==> config.mk <==
export PLATFORM = sky130hd
export DESIGN_NAME = seg_scan_disp_flat
export DESIGN_NICKNAME = d
export VERILOG_FILES = /design/src/rtl/seg_scan_disp_if.sv /design/src/rtl/seg_scan_disp.sv /design/src/flat_wrapper.sv
export SDC_FILE = /design/constraint.sdc
export NUM_CORES = 1
export LEC_CHECK = 0
export ABC_AREA = 1
export CORE_ASPECT_RATIO = 1.75
export CORE_MARGIN = 2
export CORE_UTILIZATION = 45
export DETAILED_ROUTE_END_ITERATION = 8
export SETUP_SLACK_MARGIN = 0.15
export SYNTH_ARGS = -nofsm -noshare
export SYNTH_HDL_FRONTEND = slang
export SYNTH_SLANG_ARGS = --single-unit
==> constraint.sdc <==
create_clock -name clk -period 2.9 [get_ports clk]
set_input_delay 0.29 -clock clk [delete_from_list [all_inputs] [get_ports clk]]
set_output_delay 0.29 -clock clk [all_outputs]
set_load 0.1 [all_outputs]
==> src/rtl/seg_scan_disp_if.sv <==
`default_nettype none
// +----------------------------------------------------------------------------+
// | seg_scan_disp_if                                                           |
// | Load/done handshake, field inputs and 7-segment scan outputs.              |
// | Revision: 1.0                                                              |
// +----------------------------------------------------------------------------+
interface seg_scan_disp_if;
    logic       load;
    logic [6:0] val_a;
    logic [6:0] val_b;
    logic [1:0] lvl;
    logic       blink_a;
    logic       blink_b;
    logic       busy;
    logic       done;
    logic [7:0] seg;
    logic [7:0] dig;

    modport master (
        output load, val_a, val_b, lvl, blink_a, blink_b,
        input  busy, done, seg, dig
    );

    modport slave (
        input  load, val_a, val_b, lvl, blink_a, blink_b,
        output busy, done, seg, dig
    );
endinterface
`default_nettype wire

==> src/rtl/seg_scan_disp.sv <==
`default_nettype none
// +----------------------------------------------------------------------------+
// | seg_scan_disp                                                              |
// | Captures two 0..99 values and a level code, converts to BCD by iterative   |
// | shift-add-3 and scans them onto an 8-digit 7-segment display.              |
// | Revision: 1.0                                                              |
// +----------------------------------------------------------------------------+
module seg_scan_disp #(
    parameter int CLK_HZ   = 100000000,
    parameter int SCAN_HZ  = 1000,
    parameter int BLINK_HZ = 2
) (
    input  logic           clk,
    input  logic           rst,
    seg_scan_disp_if.slave bus
);

    localparam int c_SCAN_DIV  = CLK_HZ / SCAN_HZ;
    localparam int c_BLINK_DIV = CLK_HZ / (2 * BLINK_HZ);
    localparam int c_SCAN_W    = $clog2(c_SCAN_DIV + 1);
    localparam int c_BLINK_W   = $clog2(c_BLINK_DIV + 1);
    localparam logic [c_SCAN_W-1:0]  c_SCAN_LAST  = c_SCAN_W'(c_SCAN_DIV - 1);
    localparam logic [c_BLINK_W-1:0] c_BLINK_LAST = c_BLINK_W'(c_BLINK_DIV - 1);
    localparam logic [7:0] c_BLANK = 8'h00;
    localparam logic [7:0] c_DASH  = 8'h40;

    typedef enum logic [1:0] {
        S_IDLE   = 2'd0,
        S_CONV   = 2'd1,
        S_COMMIT = 2'd2
    } state_t;

    function automatic logic [7:0] f_seg(input logic [3:0] d);
        logic [7:0] s;
        case (d)
            4'd0:    s = 8'h3F;
            4'd1:    s = 8'h06;
            4'd2:    s = 8'h5B;
            4'd3:    s = 8'h4F;
            4'd4:    s = 8'h66;
            4'd5:    s = 8'h6D;
            4'd6:    s = 8'h7D;
            4'd7:    s = 8'h07;
            4'd8:    s = 8'h7F;
            4'd9:    s = 8'h6F;
            default: s = c_BLANK;
        endcase
        return s;
    endfunction

    function automatic logic [7:0] f_add3(input logic [7:0] b);
        logic [7:0] r;
        r[3:0] = (b[3:0] >= 4'd5) ? b[3:0] + 4'd3 : b[3:0];
        r[7:4] = (b[7:4] >= 4'd5) ? b[7:4] + 4'd3 : b[7:4];
        return r;
    endfunction

    state_t     r_state;
    logic [6:0] r_bin_a, r_bin_b;
    logic [7:0] r_bcd_a, r_bcd_b;
    logic       r_oor_a, r_oor_b;
    logic [1:0] r_lvl;
    logic [2:0] r_iter;
    logic       r_busy, r_done;
    logic [7:0] r_d0, r_d1, r_d4, r_d5, r_d7;

    logic [c_SCAN_W-1:0]  r_scan_cnt;
    logic [c_BLINK_W-1:0] r_blink_cnt;
    logic [2:0]           r_idx;
    logic                 r_blink_on;
    logic [7:0]           r_seg, r_dig;

    logic [14:0] w_step_a, w_step_b;
    logic [7:0]  w_a0, w_a1, w_b0, w_b1, w_lv;
    logic [7:0]  w_seg_sel;

    // One double-dabble iteration: adjust BCD nibbles, then shift {bcd,bin} left
    assign w_step_a = {f_add3(r_bcd_a), r_bin_a} << 1;
    assign w_step_b = {f_add3(r_bcd_b), r_bin_b} << 1;

    // Ones digit sits on the lower (rightward) enable of each field
    assign w_a0 = r_oor_a ? c_DASH : f_seg(w_step_a[10:7]);
    assign w_a1 = r_oor_a ? c_DASH :
                  (w_step_a[14:11] == 4'd0) ? c_BLANK : f_seg(w_step_a[14:11]);
    assign w_b0 = r_oor_b ? c_DASH : f_seg(w_step_b[10:7]);
    assign w_b1 = r_oor_b ? c_DASH :
                  (w_step_b[14:11] == 4'd0) ? c_BLANK : f_seg(w_step_b[14:11]);
    assign w_lv = (r_lvl == 2'd0) ? c_BLANK : f_seg({2'b00, r_lvl});

    always_ff @(posedge clk) begin
        if (rst) begin
            r_state <= S_IDLE;
            r_bin_a <= '0;
            r_bin_b <= '0;
            r_bcd_a <= '0;
            r_bcd_b <= '0;
            r_oor_a <= 1'b0;
            r_oor_b <= 1'b0;
            r_lvl   <= '0;
            r_iter  <= '0;
            r_busy  <= 1'b0;
            r_done  <= 1'b0;
            r_d0    <= c_BLANK;
            r_d1    <= c_BLANK;
            r_d4    <= c_BLANK;
            r_d5    <= c_BLANK;
            r_d7    <= c_BLANK;
        end else begin
            r_done <= 1'b0;
            case (r_state)
                S_IDLE, S_COMMIT: begin
                    r_state <= S_IDLE;
                    if (bus.load) begin
                        r_bin_a <= bus.val_a;
                        r_bin_b <= bus.val_b;
                        r_bcd_a <= '0;
                        r_bcd_b <= '0;
                        r_oor_a <= (bus.val_a >= 7'd100);
                        r_oor_b <= (bus.val_b >= 7'd100);
                        r_lvl   <= bus.lvl;
                        r_iter  <= '0;
                        r_busy  <= 1'b1;
                        r_state <= S_CONV;
                    end
                end
                S_CONV: begin
                    r_bin_a <= w_step_a[6:0];
                    r_bcd_a <= w_step_a[14:7];
                    r_bin_b <= w_step_b[6:0];
                    r_bcd_b <= w_step_b[14:7];
                    r_iter  <= r_iter + 3'd1;
                    // Last iteration: publish digits straight from the final step
                    if (r_iter == 3'd6) begin
                        r_d0    <= w_a0;
                        r_d1    <= w_a1;
                        r_d4    <= w_b0;
                        r_d5    <= w_b1;
                        r_d7    <= w_lv;
                        r_busy  <= 1'b0;
                        r_done  <= 1'b1;
                        r_state <= S_COMMIT;
                    end
                end
                default: r_state <= S_IDLE;
            endcase
        end
    end

    always_comb begin
        w_seg_sel = c_BLANK;
        case (r_idx)
            3'd0:    w_seg_sel = r_d0;
            3'd1:    w_seg_sel = r_d1;
            3'd4:    w_seg_sel = r_d4;
            3'd5:    w_seg_sel = r_d5;
            3'd7:    w_seg_sel = r_d7;
            default: w_seg_sel = c_BLANK;
        endcase
        if (!r_blink_on && bus.blink_a && (r_idx == 3'd0 || r_idx == 3'd1))
            w_seg_sel = c_BLANK;
        if (!r_blink_on && bus.blink_b && (r_idx == 3'd4 || r_idx == 3'd5))
            w_seg_sel = c_BLANK;
    end

    always_ff @(posedge clk) begin
        if (rst) begin
            r_scan_cnt  <= '0;
            r_blink_cnt <= '0;
            r_idx       <= '0;
            r_blink_on  <= 1'b1;
            r_seg       <= c_BLANK;
            r_dig       <= 8'hFF;
        end else begin
            if (r_scan_cnt == c_SCAN_LAST) begin
                r_scan_cnt <= '0;
                r_idx      <= r_idx + 3'd1;
            end else begin
                r_scan_cnt <= r_scan_cnt + 1'b1;
            end
            if (r_blink_cnt == c_BLINK_LAST) begin
                r_blink_cnt <= '0;
                r_blink_on  <= ~r_blink_on;
            end else begin
                r_blink_cnt <= r_blink_cnt + 1'b1;
            end
            r_dig <= ~(8'b1 << r_idx);
            r_seg <= w_seg_sel;
        end
    end

    assign bus.busy = r_busy;
    assign bus.done = r_done;
    assign bus.seg  = r_seg;
    assign bus.dig  = r_dig;

endmodule
`default_nettype wire

==> src/flat_wrapper.sv <==
// flat-port wrapper written by rule: the top's interface ports become plain ports
module seg_scan_disp_flat 
#(
    parameter int CLK_HZ   = 100000000,
    parameter int SCAN_HZ  = 1000,
    parameter int BLINK_HZ = 2
)
  (clk, rst, bus_load, bus_val_a, bus_val_b, bus_lvl, bus_blink_a, bus_blink_b, bus_busy, bus_done, bus_seg, bus_dig);
  seg_scan_disp_if bus_i ();
  input  logic clk;
  input  logic rst;
  input wire logic [$bits(bus_i.load)-1:0] bus_load;
  input wire logic [$bits(bus_i.val_a)-1:0] bus_val_a;
  input wire logic [$bits(bus_i.val_b)-1:0] bus_val_b;
  input wire logic [$bits(bus_i.lvl)-1:0] bus_lvl;
  input wire logic [$bits(bus_i.blink_a)-1:0] bus_blink_a;
  input wire logic [$bits(bus_i.blink_b)-1:0] bus_blink_b;
  output wire logic [$bits(bus_i.busy)-1:0] bus_busy;
  output wire logic [$bits(bus_i.done)-1:0] bus_done;
  output wire logic [$bits(bus_i.seg)-1:0] bus_seg;
  output wire logic [$bits(bus_i.dig)-1:0] bus_dig;
  assign bus_i.load = bus_load;
  assign bus_i.val_a = bus_val_a;
  assign bus_i.val_b = bus_val_b;
  assign bus_i.lvl = bus_lvl;
  assign bus_i.blink_a = bus_blink_a;
  assign bus_i.blink_b = bus_blink_b;
  assign bus_busy = bus_i.busy;
  assign bus_done = bus_i.done;
  assign bus_seg = bus_i.seg;
  assign bus_dig = bus_i.dig;
  seg_scan_disp #(.CLK_HZ(CLK_HZ), .SCAN_HZ(SCAN_HZ), .BLINK_HZ(BLINK_HZ)) u_core (.clk(clk), .rst(rst), .bus(bus_i));
endmodule
==> results.json <==
{
  "io_buffers": 37,
  "crit_path_top_delay_cell": "dfxtp_1",
  "wire_per_inst_um": 13.38,
  "synthesis.nets": 982,
  "syn-cell-area_um2": 6614,
  "post-cts-setup-buffers": 0,
  "io_pins": 39,
  "start_kind": "flip-flop",
  "grt_max_degree": 38,
  "post_synth.cell_area_avg_um2": 7.119,
  "synth_edf_count": 0,
  "fin_nets": 1021,
  "initial_utilization": 0.4603,
  "leakage_nw": 3.122,
  "via_per_inst": 5.026,
  "finalClockSkew_ns": 0.01014,
  "die_h_um": 164.4,
  "ys_top_cells_by_area": "dfxtp_1 (41%), nand2_1 (15%), a21oi_1 (6.8%)",
  "clock.fmax_ghz": 0.4672,
  "cts_resized": 0,
  "numCtsBuffers": 17,
  "worstPathMaxFanout": 5,
  "synth_cell_type_count": 43,
  "path_clk_slew_ns": 0.06,
  "grt_usage": 0.2127,
  "hp-class": "in -> reg",
  "fillers": 1476,
  "die_w_um": 95.65,
  "synth_top_area_share": 0.4056,
  "n_antenna_cell": 0,
  "synth-main-ff-cell": "dfxtp_1",
  "routed-via-count": 5835,
  "coreArea_um2": 14370,
  "htree_levels": 4,
  "multi_input_area_um2": 3425,
  "cts-root-buf": "clkbuf_16",
  "hpwl_um": 11740,
  "dieArea_um2": 15720,
  "worstSetupPathType": "reg -> reg",
  "clockBufferDepth": 2,
  "final.setup.tns_ns": 0,
  "drc": 0,
  "cts_tree": "yes",
  "synthArstFlopShare": 0,
  "synth_largest_area_cell": "dfxtp_1",
  "row_count": 58,
  "pwr_density_cell_nw_per_um2": 547.2,
  "place_congestion": 0.8393,
  "drtIter0Drc": 205,
  "cts.hold.buffers_added": 0,
  "ant_nets": 0,
  "ys_seq_elements": 134,
  "power_mw": 4.195,
  "hold_viol": 0,
  "crit_arrival_ns": 2.49,
  "setup-violations-final": 0,
  "critPathRequiredTime_ns": 3.25,
  "syn_to_final_growth_pct": 15.91,
  "path_common_cell": "nand2_1",
  "wirelength_um": 15530,
  "outcome": "complete, no violations",
  "fin_crit_sh": 0.7381,
  "ir_worst_vdd_mv": 0.3556,
  "critPathBufInv": 3,
  "grt_remaining_overflow": 0,
  "slew_viol_final": 0,
  "antenna_found_initial": 0,
  "final_layout_size_suffix_gt1_frac": 0.1040,
  "first_pass_iters": 4,
  "yosysSeqAreaShare": 0.4056,
  "syn_inst": 929,
  "grt_pass1_wl_um": 26320,
  "clock_latency_ns": 0.42,
  "cap_violations": 0,
  "synth_warnings": 0,
  "rsz0062_at_grt": "false",
  "grt_pass1_vias": 5720,
  "layout.area.seq_um2": 2683,
  "cpPeakStageDelay_ns": 0.37,
  "cpLargestDelayFamily": "simple AND/OR/NAND/NOR gates",
  "min_period_ns": 2.140,
  "synth.most_common_cell": "nand2_1",
  "end_kind": "flip-flop",
  "crit_chain": "inv_1 > ha_1 > inv_1 > nand2_1 > nand3_1 > nand2_1 > nand2_1 > inv_1 > ha_1 > or2_2 > nand3_1 > nand2_1 > a21oi_1",
  "synth_commonest_cells": "nand2_1 (271), dfxtp_1 (134), a21oi_1 (90), inv_1 (90), nor2_1 (61)",
  "clock_sinks": 134
}
==> flip-flops by register name, indices dropped and copies added, names as in the netlist, 8 cells and up <==
signal,cells
u_core.r_bcd_b,8
u_core.bus.dig,8
u_core.r_blink_cnt,25
u_core.r_scan_cnt,17
u_core.r_bcd_a,8
==> cells in the final DEF, fill, tap and decap left out, types with 2 or more instances in the layout <==
| cell | n |
|---|---|
| nand2_1 | 271 |
| dfxtp_1 | 134 |
| inv_1 | 90 |
| a21oi_1 | 90 |
| nor2_1 | 60 |
| nand3_1 | 46 |
| ha_1 | 32 |
| o21ai_0 | 28 |
| buf_4 | 23 |
| nand4_1 | 19 |
| clkdlybuf4s50_1 | 19 |
| clkbuf_16 | 17 |
| nor3_1 | 15 |
| inv_2 | 13 |
| o22ai_1 | 12 |
| o21ai_1 | 12 |
| xor2_1 | 10 |
| or2_2 | 8 |
| nor2_2 | 7 |
| nand2_2 | 6 |
| a31oi_1 | 5 |
| a221oi_1 | 5 |
| clkinvlp_4 | 5 |
| or2_0 | 4 |
| xnor2_1 | 4 |
| nor4_1 | 4 |
| clkinv_4 | 4 |
| clkinv_1 | 3 |
| nor2_4 | 3 |
| nand2_4 | 3 |
| a21oi_2 | 3 |
| a22o_1 | 3 |
| nand3_2 | 2 |
| o221ai_1 | 2 |
| nand3b_1 | 2 |
| nor3b_1 | 2 |
| or2_1 | 2 |
| inv_6 | 2 |
==> final cells by class <==
type | count | share of cell area
flip-flops and latches | 134 | 0.3499
clock inverters | 13 | 0.01632
multi-input cells | 666 | 0.4467
clock buffers | 19 | 0.05778
repair buffers | 43 | 0.04798
well taps | 180 | 0.02938
inverters | 106 | 0.05190
==> through the flow <==
stage | setup slack (ns) | hold WS [ns] | std cells | area, um2 | utilization
detailed placement | 0.7798 | 0.4421 | 1129 | 7098 | 0.4940
CTS | 0.7525 | 0.2925 | 1161 | 7666 | 0.5335
global route | 0.4708 | 0.3155 | 1161 | 7666 | 0.5335
floorplan | 0.9534 | 0.4027 | 929 | 6614 | -
finish | 0.7595 | 0.2906 | 1161 | 7666 | 0.5335
global placement | 0.8107 | 0.4324 | 1129 | 7098 | 0.4940
==> worst reg2reg max path: stages (launching register included) <==
cell and delay [ns]:
dfxtp_1 0.37, inv_1 0.07, ha_1 0.21, inv_1 0.05
nand2_1 0.10, nand3_1 0.14, nand2_1 0.06, nand2_1 0.14
inv_1 0.11, ha_1 0.27, or2_2 0.30, nand3_1 0.07
nand2_1 0.06, a21oi_1 0.11
==> logic make-up (layout without fill, tap and decap cells) <==
group	after synthesis	after routing	share of synthesized area
adder cells (fa/ha/maj)	32	32	0.06054
flip-flops	134	134	0.4056
buffers and inverters	129	181	0.07700
AO/OA/AOI/OAI	163	163	0.1353
AND/OR/NAND/NOR	456	456	0.3025
other	1	1	0.0005670
XOR/XNOR	14	14	0.01854
==> report_power, final <==
part | internal (mW) | total (mW) | switching (mW)
combinational | 0.0782 | 0.225 | 0.147
sequential | 1.88 | 1.90 | 0.0254
clock | 1.21 | 2.07 | 0.858
==> path summary, 6_finish.rpt <==
path / start / endpoint / cells past startpoint / slack (ns)
min: rst / u_core.bus.dig[1] / 3 / 0.29
min reg2reg: u_core.r_iter[2] / u_core.r_iter[2] / 1 / 0.45
max: u_core.r_bcd_b[4] / u_core.r_d5[3] / 13 / 0.76
max reg2reg: u_core.r_bcd_b[4] / u_core.r_d5[3] / 13 / 0.76
==> metal layers <==
layer	share of wire	wire [um]	global-route usage	up-vias
li1	-	-	-	3107
met1	0.39	6050	0.2162	2618
met2	0.56	8749	0.4116	84
met3	0.021	333	0.04015	26
met4	0.026	398	0.08377	0
met5	0	0	0	-
(Power assumes the default switching activity.)
